### src/rtl/mux_4x1_pkg.sv
// Shared lane types and constants for the registered 4:1 lane multiplexer.
package mux_4x1_pkg;

  localparam int NUM_LANES = 4;

  typedef logic [1:0] lane_sel_t;

  localparam lane_sel_t LANE0 = 2'd0;
  localparam lane_sel_t LANE1 = 2'd1;
  localparam lane_sel_t LANE2 = 2'd2;
  localparam lane_sel_t LANE3 = 2'd3;

  function automatic logic lane_enabled(input logic [NUM_LANES-1:0] mask,
                                        input lane_sel_t sel);
    return mask[sel];
  endfunction

endpackage

### src/rtl/mux_4x1_comb.sv
// Purely combinational N-bit 4:1 lane selector.
module mux_4x1_comb
  import mux_4x1_pkg::*;
#(
  parameter int N = 3
) (
  input  logic [N-1:0] in0,
  input  logic [N-1:0] in1,
  input  logic [N-1:0] in2,
  input  logic [N-1:0] in3,
  input  lane_sel_t    sel,
  output logic [N-1:0] out
);

  always_comb begin
    out = in0;
    case (sel)
      LANE0: out = in0;
      LANE1: out = in1;
      LANE2: out = in2;
      LANE3: out = in3;
      default: out = in0;
    endcase
  end

endmodule

### src/rtl/mux_4x1.sv
// Registered 4:1 lane multiplexer with valid qualifier, per-lane enable mask and lane echo.
// Optional even-parity output out_par is enabled by defining MUX_4X1_PARITY_EN.
module mux_4x1
  import mux_4x1_pkg::*;
#(
  parameter int N = 3
) (
  input  logic                 clk,
  input  logic                 rst_n,
  input  logic [N-1:0]         in0,
  input  logic [N-1:0]         in1,
  input  logic [N-1:0]         in2,
  input  logic [N-1:0]         in3,
  input  lane_sel_t            sel,
  input  logic                 in_valid,
  input  logic [NUM_LANES-1:0] en_mask,
  output logic [N-1:0]         out,
  output logic                 out_valid,
  output lane_sel_t            out_sel,
  output logic                 sel_err
`ifdef MUX_4X1_PARITY_EN
  ,
  output logic                 out_par
`endif
);

`ifdef MUX_4X1_PARITY_EN
  function automatic logic even_par(input logic [N-1:0] d);
    return ^d;
  endfunction
`endif

  // Stage p0: lane select and mask check
  logic [N-1:0] mux_p0;
  logic         en_p0;
  logic [N-1:0] data_p0;

  mux_4x1_comb #(.N(N)) u_comb (
    .in0 (in0),
    .in1 (in1),
    .in2 (in2),
    .in3 (in3),
    .sel (sel),
    .out (mux_p0)
  );

  assign en_p0   = lane_enabled(en_mask, sel);
  assign data_p0 = en_p0 ? mux_p0 : '0;

  // Stage p1: output registers; data/lane hold when nothing is accepted
  logic [N-1:0] out_p1;
  lane_sel_t    sel_p1;
  logic         vld_p1;
  logic         err_p1;

  always_ff @(posedge clk) begin
    if (!rst_n) begin
      out_p1 <= '0;
      sel_p1 <= LANE0;
      vld_p1 <= 1'b0;
      err_p1 <= 1'b0;
    end else if (in_valid) begin
      out_p1 <= data_p0;
      sel_p1 <= sel;
      vld_p1 <= 1'b1;
      err_p1 <= ~en_p0;
    end else begin
      vld_p1 <= 1'b0;
      err_p1 <= 1'b0;
    end
  end

`ifdef MUX_4X1_PARITY_EN
  logic par_p1;

  always_ff @(posedge clk) begin
    if (!rst_n) begin
      par_p1 <= 1'b0;
    end else if (in_valid) begin
      par_p1 <= even_par(data_p0);
    end
  end

  assign out_par = par_p1;
`endif

  assign out       = out_p1;
  assign out_valid = vld_p1;
  assign out_sel   = sel_p1;
  assign sel_err   = err_p1;

endmodule

### config.mk
export PLATFORM = sky130hd
export DESIGN_NAME = mux_4x1
export DESIGN_NICKNAME = d
export VERILOG_FILES = /design/src/rtl/mux_4x1_pkg.sv /design/src/rtl/mux_4x1_comb.sv /design/src/rtl/mux_4x1.sv
export SDC_FILE = /design/constraint.sdc
export NUM_CORES = 1
export LEC_CHECK = 0
export ABC_AREA = 1
export CORE_AREA = 2 2 39 41
export CTS_CLUSTER_DIAMETER = 50
export CTS_CLUSTER_SIZE = 16
export DETAILED_ROUTE_END_ITERATION = 8
export DIE_AREA = 0 0 41 43
export DONT_BUFFER_PORTS = 1
export PLACE_DENSITY = 0.49
export SLEW_MARGIN = 10
export SYNTH_ARGS = -nofsm -noshare
export SYNTH_HDL_FRONTEND = slang
export SYNTH_SLANG_ARGS = --single-unit
### constraint.sdc
create_clock -name clk -period 2.69 [get_ports clk]
set_input_delay 0.538 -clock clk [delete_from_list [all_inputs] [get_ports clk]]
set_output_delay 0.538 -clock clk [all_outputs]
set_load 0.1 [all_outputs]
* After elaboration in Yosys (flattened, before gate mapping)
Index checks and enable logic that the tools add are counted.
** Word-level totals
- Flip-flop bits (word level) :: 7
- Input bits :: 21
- Output and inout bits :: 7
** Operators by class
- Equal/unequal tests :: 3
- Mux-type cells :: 5
- Magnitude comparators :: 1
- Bitwise gates (word level) :: 1
- Reduce and logical (&&, ||, !) cells :: 2
** Operator list (number)
- $pmux W3 S4 :: 1
- $eq A2 B2 Y1 const B :: 2
- $lt A2 B3 Y1 const B :: 1
- $mux W3 :: 1
- $bmux W1 S2 :: 1
- $eq A2 B1 Y1 const B :: 1
- $logic_not A2 Y1 :: 1
- $mux W1 :: 2
- $reduce_and A2 Y1 :: 1
- $not A1 Y1 :: 1

* Longest topological paths before layout
- Depth in word-level cells :: 3
- Gate-level depth with buffers :: 8

* Hierarchy
A second synthesis with hierarchy kept.
** Second synthesis, totals
- Cell total of the unflattened synthesis :: 52
- Area total of the unflattened synthesis :: 377.9 sq um
** Modules (own cells, without submodules)
- mux_4x1 :: area an instance 265.3 sq um, cells each 32, instances 1
- mux_4x1_comb :: area an instance 112.6 sq um, cells each 20, instances 1

* Worst setup path before layout
No wires, ideal clock.
- Kind :: flip-flop to output port
- From :: register out_p1[0] (netlist: out[0])
- To :: output out[0]
- Arrival :: 0.925 ns
- Cell stages (with the launch flop) :: 1
- Path slack :: 1.227 ns
- Required time :: 2.152 ns
- Path buffers :: 0
- Cells stage by stage :: dfxtp_1
** RTL lines
- start: declaration :: line mux_4x1.sv:51 : logic [N-1:0] out_p1;
- start signal: assignment :: line mux_4x1.sv:63 : out_p1 <= data_p0;
- end: declaration :: line mux_4x1.sv:17 : output logic [N-1:0] out,
No word-level cell between the ends.

* Final worst setup path
- From :: register sel_p1[1] (netlist: out_sel[1])
- To :: output out_sel[1]
** RTL lines
- start: declaration :: line mux_4x1.sv:52 : lane_sel_t sel_p1;
- start signal: assignment :: line mux_4x1.sv:64 : sel_p1 <= sel;
- end: declaration :: line mux_4x1.sv:19 : output lane_sel_t out_sel,
No word-level cell between the ends.

==> results.md <==
* Critical Path RT at 2150 ps
* Area occupied by multi-input gates at 210 sq um
* Initial antenna violation count at 0
* RSZ-0062 raised after global routing: no
* CTS tree: built
* Share of cells above drive strength 1 at 21.4%
* Number of I/O port buffers at 0
* Placed Instances at 68
* Synth Instances at 53
* DRC viols at 0
* Internal at 0.178 mW
* Clock latency on the worst-skew pair at 240 ps
* Lkg Pwr at 0.180 nW
* Fin crit period at 1730 ps
* Final cell count without fillers at 72
* Final hold viol count at 0
* Clock network power share at 34.3%
* Core ar. at 1380 sq um
* Post-Syn Area at 394 sq um
* Max transition margin at 36.0%
* Grt total ovfl at 0
* Detailed-route wire length per cell at 12.8 um
* Die height at 43 um
* Post-CTS Resized at 0
* Vias/cell at 5.07
* Final HPWL DP at 735 um
* Post-Route WL at 918 um
* Post-CTS Setup Bufs at 0
* Die Span X at 41 um
* Mapped Avg Cell Area at 7.44 sq um
* CTS Hold Buffers Added at 0
* Gpl congestion at 0.686
* Hold WS at 375 ps
* Vias in the first global route at 315
* Post-Place Cell Area at 399 sq um
* Synth unique cells at 16
* Die area at 1760 sq um
* Setup Skew at 0 ps
* FP Rows at 14
* Psw at 0.0960 mW
* HP Class: in2reg
* F_max at 0.578 GHz
* Most frequent cells in the layout: nand3_1, nand2_1, dfxtp_1, a21oi_1
* Num CTS Buffers at 3
* Critical Path AT at 1190 ps
* Sequential share of power at 54.1%
* Final setup fails at 0
* Register-to-register setup slack at 1300 ps
* Crit start category: register
* Post-route cell area at 425 sq um
* Setup TNS at 0 ps
* Worst Tran Pin Value at 959 ps
* Vias at 365
* Syn Nets at 74
* Pin count of the biggest net entering global routing at 11
* Crit path max fanout at 2
* # IOs at 28
* Crit share post-route at 64.4%
* GRT Total Usage at 11.9%
* Fillcell total at 147
* Post-synthesis register bit count at 7
* Synth warn at 0
* Power share of the combinational group at 11.6%
* WS Path Type: reg2out
* Area Overhead vs Synth at 7.94%
* Post-DRT Antenna Nets at 0
* Layout net count at 78
* CTS clock-pin slew for the worst setup and hold paths at 60 ps
* Max Transition Viols Final at 0
* Seq/Total Area, Yosys at 35.6%
* Max cap viols at 0
* Switch share at 35.0%
* IR drop worst, VDD at 0.000166 V
* Ant. Diodes at 0
* Initial core utilization at 28.5%
* H-Tree Depth at 1
* Pwr dens at 644 nW/um^2
* Register area at 140 sq um
* Global-route wire length before repair at 1370 um
* Sinks on Clock Net at 7
* Pre-Repair DR Iteration Count at 3
* CTS Root Cell: clkbuf_4
* DR iter-0 viols at 9
* Clock Tree Buf Depth at 2
* Commonest non-fill, non-tap cell in the layout: nand3_1
* Status: completed
* CP endpoint kind: output pin
## final timing paths
kind,end,cells after the start,start
max reg2reg,out_sel[1],2,out_sel[1]
min,out_sel[0],1,in_valid
min reg2reg,out[2],3,out[2]
max,out_sel[1],0,out_sel[1]
## cells in the mapped netlist, drive strengths merged
| library cell | instances | area [sq um] |
|---|---|---|
| nand2 | 13 | 56.3 |
| nand3 | 12 | 65.1 |
| dfxtp | 7 | 140 |
| a21oi | 5 | 25.0 |
| inv | 5 | 21.3 |
| nand4 | 3 | 18.8 |
| nor2 | 3 | 30.0 |
| buf | 2 | 22.5 |
| o21ai | 2 | 10.0 |
| nor3 | 1 | 5.00 |
## through the flow
stage	utilization, %	power (mW)	worst slack (ps)
finish	30.7	0.274	959
global route	30.7	0.287	924
CTS	30.7	0.277	950
detailed placement	28.8	0.183	1220
global placement	28.8	0.182	1220
floorplan	-	0.185	1230
## cell type report
type	instances	share of cell area (%)
Clock buffer	4	6.18
Timing Repair Buffer	1	1.76
Tap cell	16	4.71
Sequential cell	7	32.9
Multi-Input combinational cell	39	49.4
Inverter	5	5.00
## registers in the layout, indices dropped and copies added (netlist names)
signal / count
out_valid: 1
out: 3
sel_err: 1
out_sel: 2
## power groups by stage
stage          logic (mW)  clock network (mW)  registers (mW)
4_1_cts            0.0322              0.0962           0.148
5_1_grt            0.0362               0.101           0.149
3_5_place_dp       0.0321                   0           0.150
6_report           0.0318              0.0940           0.148
3_3_place_gp       0.0317                   0           0.150
2_1_floorplan      0.0298                   0           0.155
## layer usage
layer | up-vias | share of wire (%) | global-route usage (%)
met5 | - | 0 | 0
met4 | 0 | 1.5 | 8.00
met3 | 2 | 9.3 | 5.24
met2 | 19 | 44 | 15.9
met1 | 157 | 45 | 14.6
li1 | 187 | - | -
## kinds of logic after synthesis
logic type / after synthesis / synth area share [%]
buffers and inverters: 7 / 11.1
AO/OA/AOI/OAI: 7 / 8.89
AND/OR/NAND/NOR: 32 / 44.4
flip-flops: 7 / 35.6
Note: power is estimated with default switching activity, not from simulation.
